`src/rtl/gomoku_pkg.sv`:
```
// rtl/gomoku_pkg.sv - shared types and board geometry for the board RAM arbiter
`timescale 1ns/1ps
package gomoku_pkg;

    localparam int BOARD_N = 15;
    localparam int CELLS   = BOARD_N * BOARD_N;
    localparam int ADDR_W  = 8;
    localparam int DATA_W  = 2;
    localparam int STALL_W = 16;

    typedef enum logic [1:0] {
        EMPTY = 2'd0,
        BLACK = 2'd1,
        WHITE = 2'd2
    } cell_t;

    typedef enum logic {
        IDLE  = 1'b0,
        CLEAR = 1'b1
    } arb_state_t;

    typedef enum logic [1:0] {
        NONE = 2'd0,
        VID  = 2'd1,
        GL   = 2'd2
    } owner_t;

endpackage

```
`src/rtl/board_clear_seq.sv`:
```
// rtl/board_clear_seq.sv - board clear sweep: address counter that only moves when granted
`timescale 1ns/1ps
module board_clear_seq #(
    parameter int ADDR_W = 8,
    parameter int CELLS  = 225
) (
    input  logic              clk,
    input  logic              rst_n,
    input  logic              start,
    input  logic              advance,
    output logic [ADDR_W-1:0] addr,
    output logic              busy,
    output logic              last
);

    assign last = (addr == ADDR_W'(CELLS - 1));

    always_ff @(posedge clk) begin
        if (!rst_n) begin
            addr <= '0;
            busy <= 1'b0;
        end else if (start && !busy) begin
            addr <= '0;
            busy <= 1'b1;
        end else if (busy && advance) begin
            if (last) begin
                addr <= '0;
                busy <= 1'b0;
            end else begin
                addr <= addr + 1'b1;
            end
        end
    end

endmodule

```
`src/rtl/board_mem_arbiter.sv`:
```
// rtl/board_mem_arbiter.sv - shares the board RAM: renderer > clear sweep > game logic
`timescale 1ns/1ps
module board_mem_arbiter
    import gomoku_pkg::*;
#(
    parameter int ADDR_W  = gomoku_pkg::ADDR_W,
    parameter int DATA_W  = gomoku_pkg::DATA_W,
    parameter int CELLS   = gomoku_pkg::CELLS,
    parameter int STALL_W = gomoku_pkg::STALL_W
) (
    input  logic               clk,
    input  logic               rst_n,
    input  logic               video_on,
    input  logic               vid_req,
    input  logic [ADDR_W-1:0]  vid_addr,
    output logic               vid_rvalid,
    output logic [DATA_W-1:0]  vid_rdata,
    input  logic               gl_req_valid,
    output logic               gl_req_ready,
    input  logic               gl_req_we,
    input  logic [ADDR_W-1:0]  gl_req_addr,
    input  logic [DATA_W-1:0]  gl_req_wdata,
    output logic               gl_rsp_valid,
    output logic [DATA_W-1:0]  gl_rsp_data,
    input  logic               clear_start,
    output logic               clear_busy,
    output logic [STALL_W-1:0] gl_stall_cnt,
    output logic               mem_en,
    output logic               mem_we,
    output logic [ADDR_W-1:0]  mem_addr,
    output logic [DATA_W-1:0]  mem_wdata,
    input  logic [DATA_W-1:0]  mem_rdata
);

    arb_state_t        state;
    owner_t            owner;
    logic [DATA_W-1:0] vid_hold;
    logic [DATA_W-1:0] gl_hold;
    logic [ADDR_W-1:0] clr_addr;
    logic              clr_last;
    logic              vid_gnt;
    logic              clr_gnt;
    logic              gl_in_range;

    board_clear_seq #(
        .ADDR_W (ADDR_W),
        .CELLS  (CELLS)
    ) u_clear_seq (
        .clk     (clk),
        .rst_n   (rst_n),
        .start   (state == IDLE && clear_start),
        .advance (clr_gnt),
        .addr    (clr_addr),
        .busy    (clear_busy),
        .last    (clr_last)
    );

    // Nothing is granted in a reset cycle so the RAM is left untouched.
    always_comb begin
        vid_gnt      = rst_n && vid_req;
        clr_gnt      = rst_n && !vid_req && (state == CLEAR);
        gl_req_ready = rst_n && gl_req_valid && !vid_req && (state == IDLE);
        gl_in_range  = (gl_req_addr < ADDR_W'(CELLS));
        mem_en       = 1'b0;
        mem_we       = 1'b0;
        mem_addr     = '0;
        mem_wdata    = '0;
        if (vid_gnt) begin
            mem_en   = 1'b1;
            mem_addr = vid_addr;
        end else if (clr_gnt) begin
            mem_en    = 1'b1;
            mem_we    = 1'b1;
            mem_addr  = clr_addr;
            mem_wdata = DATA_W'(EMPTY);
        end else if (gl_req_ready && (!gl_req_we || gl_in_range)) begin
            mem_en    = 1'b1;
            mem_we    = gl_req_we;
            mem_addr  = gl_req_addr;
            mem_wdata = gl_req_wdata;
        end
    end

    always_ff @(posedge clk) begin
        if (!rst_n) begin
            state        <= IDLE;
            owner        <= NONE;
            vid_hold     <= '0;
            gl_hold      <= '0;
            gl_stall_cnt <= '0;
        end else begin
            case (state)
                IDLE:    if (clear_start) state <= CLEAR;
                CLEAR:   if (clr_gnt && clr_last) state <= IDLE;
                default: state <= IDLE;
            endcase
            if (vid_gnt)
                owner <= VID;
            else if (gl_req_ready && !gl_req_we)
                owner <= GL;
            else
                owner <= NONE;
            if (owner == VID) vid_hold <= mem_rdata;
            if (owner == GL)  gl_hold  <= mem_rdata;
            if (gl_req_valid && !gl_req_ready && !(&gl_stall_cnt))
                gl_stall_cnt <= gl_stall_cnt + 1'b1;
        end
    end

    // The tag picks which port sees this cycle's read data; the other keeps its last value.
    assign vid_rvalid   = (owner == VID);
    assign gl_rsp_valid = (owner == GL);
    assign vid_rdata    = vid_rvalid   ? mem_rdata : vid_hold;
    assign gl_rsp_data  = gl_rsp_valid ? mem_rdata : gl_hold;

    // Outside the renderer window only the clear sweep can hold game logic off.
    assert property (@(posedge clk) disable iff (!rst_n)
        (gl_req_valid && !gl_req_ready && !video_on && !vid_req) |-> (state == CLEAR));

endmodule

```
`config.mk`:
```
export PLATFORM = sky130hd
export DESIGN_NAME = board_mem_arbiter
export DESIGN_NICKNAME = d
export VERILOG_FILES = /design/src/rtl/gomoku_pkg.sv /design/src/rtl/board_clear_seq.sv /design/src/rtl/board_mem_arbiter.sv
export SDC_FILE = /design/constraint.sdc
export NUM_CORES = 1
export LEC_CHECK = 0
export CAP_MARGIN = 20
export CORE_MARGIN = 4
export CORE_UTILIZATION = 35
export CTS_CLUSTER_DIAMETER = 80
export CTS_CLUSTER_SIZE = 12
export DETAILED_ROUTE_END_ITERATION = 16
export PLACE_DENSITY = 0.72
export SLEW_MARGIN = 15
export SYNTH_ARGS = -nofsm -noshare
export SYNTH_HDL_FRONTEND = slang
export SYNTH_SLANG_ARGS = --single-unit
```
`constraint.sdc`:
```
create_clock -name clk -period 1.9 [get_ports clk]
set_input_delay 0.19 -clock clk [delete_from_list [all_inputs] [get_ports clk]]
set_output_delay 0.19 -clock clk [all_outputs]
set_load 0.01 [all_outputs]
```
==> impl_metrics.py <==
metrics = {
    "outcome": {
        "outcome": "complete, no violations",
    },
    "global_route": {
        "grt_overflow": 0,
        "grt_max_degree": 17,
        "antenna_found_initial": 0,
        "grtUsageTotal_pct": 16.2,
        "grt_pass1_wl_mm": 8.34,
        "grt_pass1_vias": 1824,
    },
    "die": {
        "die-area_um2": 6490,
        "die_y_um": 80.5,
        "core_um2": 5110,
        "fp.dieW_um": 80.5,
        "start_util_pct": 36.1,
        "ios": 63,
        "rows": 26,
    },
    "critical_path": {
        "end_kind": "output port",
        "cpLargestDelayFamily": "simple AND/OR/NAND/NOR gates",
        "setup.worst_path.start": "gl_req_addr[3]",
        "cp.depth": 7,
        "path_cells": "dlygate4sd2_1, or4_4, o21bai_4, buf_6, a32oi_1, a21oi_1, buf_2",
        "critical_path_required_ns": 1.71,
        "cpMaxStageDelayCell": "or4_4",
        "ff2ff_path_depth": 5,
        "path_class": "in2out",
        "worstReg2RegStart": "gl_stall_cnt[0]$_SDFFE_PN0P_",
        "r2r_setup_slack_ns": 0.17,
        "max_stage_delay_ns": 0.55,
        "critPathArrivalTime_ns": 1.67,
        "path_buf_inv": 3,
        "cp_max_fo": 5,
        "worstSetupStartpointType": "input pin",
    },
    "sta": {
        "rsz0062_at_grt": "yes",
        "final.setup.tns_ns": 0,
        "fmax_ghz": 0.536,
        "finalHoldViolCount": 0,
        "setup_violations": 0,
        "period_minus_slack_ns": 1.86,
        "finalWorstSetupSlack_ns": 0.0352,
        "fin_skew_ns": 0.00394,
        "post-route-period-util_pct": 98.1,
        "slew-limit-headroom_pct": 78.1,
        "tightest_slew_ns": 0.325,
        "finalMaxSlewViolations": 0,
    },
    "routing": {
        "firstDrtPassIters": 4,
        "wl_mm": 5.09,
        "drt_iter0_drc": 167,
        "routedWlPerCell_um": 13.7,
        "drc_errors": 0,
        "vias": 1915,
        "drtAntennaViolNets": 0,
        "via_per_inst": 5.15,
    },
    "placed_design": {
        "place_inst": 360,
        "gp_congestion": 0.796,
        "hpwl_mm": 3.80,
        "pre_cts_slack_ns": -0.583,
        "numPortBuffers": 61,
        "place_area_um2": 2660,
    },
    "clock_network": {
        "cts.sinks": 32,
        "cts_max_level": 2,
        "clk_latency_ns": 0.28,
        "cts_tree": "done",
        "cts_max_path_buffers": 2,
        "holdBufCountCts": 0,
        "cts-root-buf": "clkbuf_8",
        "numCtsBuffers": 5,
        "clk_pin_slew_ns": 0.06,
    },
    "logic_synthesis": {
        "syn_area_um2": 1840,
        "postSynthAreaPerCell_um2": 8.57,
        "syn_nets": 245,
        "syn_inst": 215,
        "synth_warnings": 0,
        "synth.distinct_cells": 45,
        "ys_seq_area_share_pct": 34.8,
        "ys_seq_elements": 32,
    },
    "job": {
        "cap_violations": 0,
    },
    "power": {
        "peakVddDrop_mv": 0.328,
        "p_leak_nw": 1.11,
        "power_density_nw_per_um2": 525,
    },
    "cells_and_area": {
        "area_growth_pct": 52.1,
        "drive_gt1_share_pct": 23.8,
        "fin_nets": 331,
        "utilization_pct": 54.9,
        "final_area_um2": 2800,
        "num_antenna_cells": 0,
        "fin_cells": 372,
    },
    "hold_path": {
        "hp-start": "gl_req_we",
        "worstHoldPathType": "in2reg",
        "min_path_cells": 3,
    },
}
-- cell usage after synthesis, drive strengths merged --
| cell type | n | area, um^2 |
|---|---|---|
| nor4 | 5 | 46.3 |
| mux2i | 2 | 20.0 |
| inv | 12 | 45.0 |
| a32oi | 8 | 70.1 |
| nand2b | 3 | 18.8 |
| nand3b | 1 | 7.51 |
| o21ai | 7 | 38.8 |
| and4 | 2 | 17.5 |
| or3 | 4 | 25.0 |
| nor2 | 20 | 82.6 |
| xnor2 | 5 | 43.8 |
| nand2 | 14 | 60.1 |
| and2 | 6 | 37.5 |
| xor2 | 1 | 8.76 |
| nor3 | 7 | 35.0 |
| a31oi | 1 | 6.26 |
| or3b | 1 | 8.76 |
| nand4 | 9 | 108 |
| a211oi | 2 | 15.0 |
| and4b | 1 | 10.0 |
| a311oi | 1 | 8.76 |
| nand4b | 1 | 8.76 |
| o41ai | 2 | 17.5 |
| nand3 | 8 | 40.0 |
| and3 | 3 | 18.8 |
| nor2b | 2 | 12.5 |
| buf | 4 | 41.3 |
| a21o | 1 | 7.51 |
| o21bai | 1 | 11.3 |
| o31ai | 6 | 45.0 |
| o211ai | 1 | 7.51 |
| clkbuf | 3 | 11.3 |
| or4 | 8 | 60.1 |
| ha | 3 | 37.5 |
| mux2 | 4 | 45.0 |
| o311ai | 1 | 8.76 |
| dfxtp | 32 | 641 |
| a21oi | 23 | 115 |
-- cell families (layout without fill, tap and decap cells) --
family	after synthesis	after routing	synth area share, %
AND/OR/NAND/NOR	95	95	32.4
adder cells (fa/ha/maj)	3	3	2.04
flip-flops	32	32	34.8
buffers and inverters	19	106	5.30
XOR/XNOR	6	6	2.85
multiplexers	6	6	3.53
AO/OA/AOI/OAI	54	54	19.1
-- registers in the layout, summed over array words and instances (netlist names) --
signal / cells
vid_hold: 2
state: 1
gl_hold: 2
u_clear_seq.addr: 8
gl_stall_cnt: 16
u_clear_seq.busy: 1
owner: 2
-- through the flow --
stage | power, mW | hold slack, ns
after floorplan | 0.799 | 0.267
after global placement | 0.948 | 0.503
after detailed placement | 0.951 | 0.509
after CTS | 1.48 | 0.317
after global routing | 1.55 | 0.332
final | 1.47 | 0.320
-- tightest hold or removal path: stages --
cell,delay (ns)
dlygate4sd2_1,0.22
buf_4,0.12
nor3_1,0.04
-- what timing repair did --
item | 4_1_cts | 5_1_grt
setup buffers | 3 | 1
resized for setup | 68 | 15
gates cloned | 0 | 0
setup endpoints to repair | 17 | 13
pin swaps | 7 | 10
endpoints found under the hold margin | 0 | 0
-- metal layers --
| metal | vias up | global-route usage, % | routed length (um) | share of wire (%) |
|---|---|---|---|---|
| met3 | 6 | 3.81 | 214 | 4.2 |
| li1 | 974 | - | - | - |
| met2 | 37 | 26.4 | 2410 | 47 |
| met1 | 898 | 20.7 | 2400 | 47 |
| met4 | 0 | 6.08 | 62 | 1.2 |
| met5 | - | 0 | 0 | 0 |
-- worst paths after layout --
kind                                                    endpoint
worst min-delay path                         owner[1]$_SDFF_PP0_
worst min register to register  u_clear_seq.addr[1]$_SDFFE_PP0P_
worst max-delay path                                 mem_addr[6]
worst max register to register     gl_stall_cnt[14]$_SDFFE_PN0P_
-- layout make-up --
cell class / instances / area [um^2]
sequential: 32 / 644
fill: 484 / 2310
timing repair buffer: 86 / 763
multi-input combinational: 164 / 1170
clock inverter: 2 / 10.0
tap: 70 / 87.6
clock buffer: 6 / 82.6
inverter: 12 / 45.0
-- power by group --
part | leakage (nW) | internal, mW | switching (mW)
Sequential | 0.260 | 0.682 | 0.0103
Clock | 0.0510 | 0.289 | 0.251
Combinational | 0.800 | 0.132 | 0.108
-- placed cells by master, fill, tap and decap left out, types with 6 or more instances in the layout --
cell and n:
nor2_1 19, dlygate4sd2_1 10, clkbuf_8 6, buf_2 12
o21ai_0 6, nor3_1 7, o31ai_1 6, a21oi_1 20
clkdlybuf4s50_1 35, dfxtp_1 29, or4_1 7, nand3_1 8
buf_4 20, inv_1 12, nand2_1 13
No activity file was read; power rests on OpenSTA's default activity.
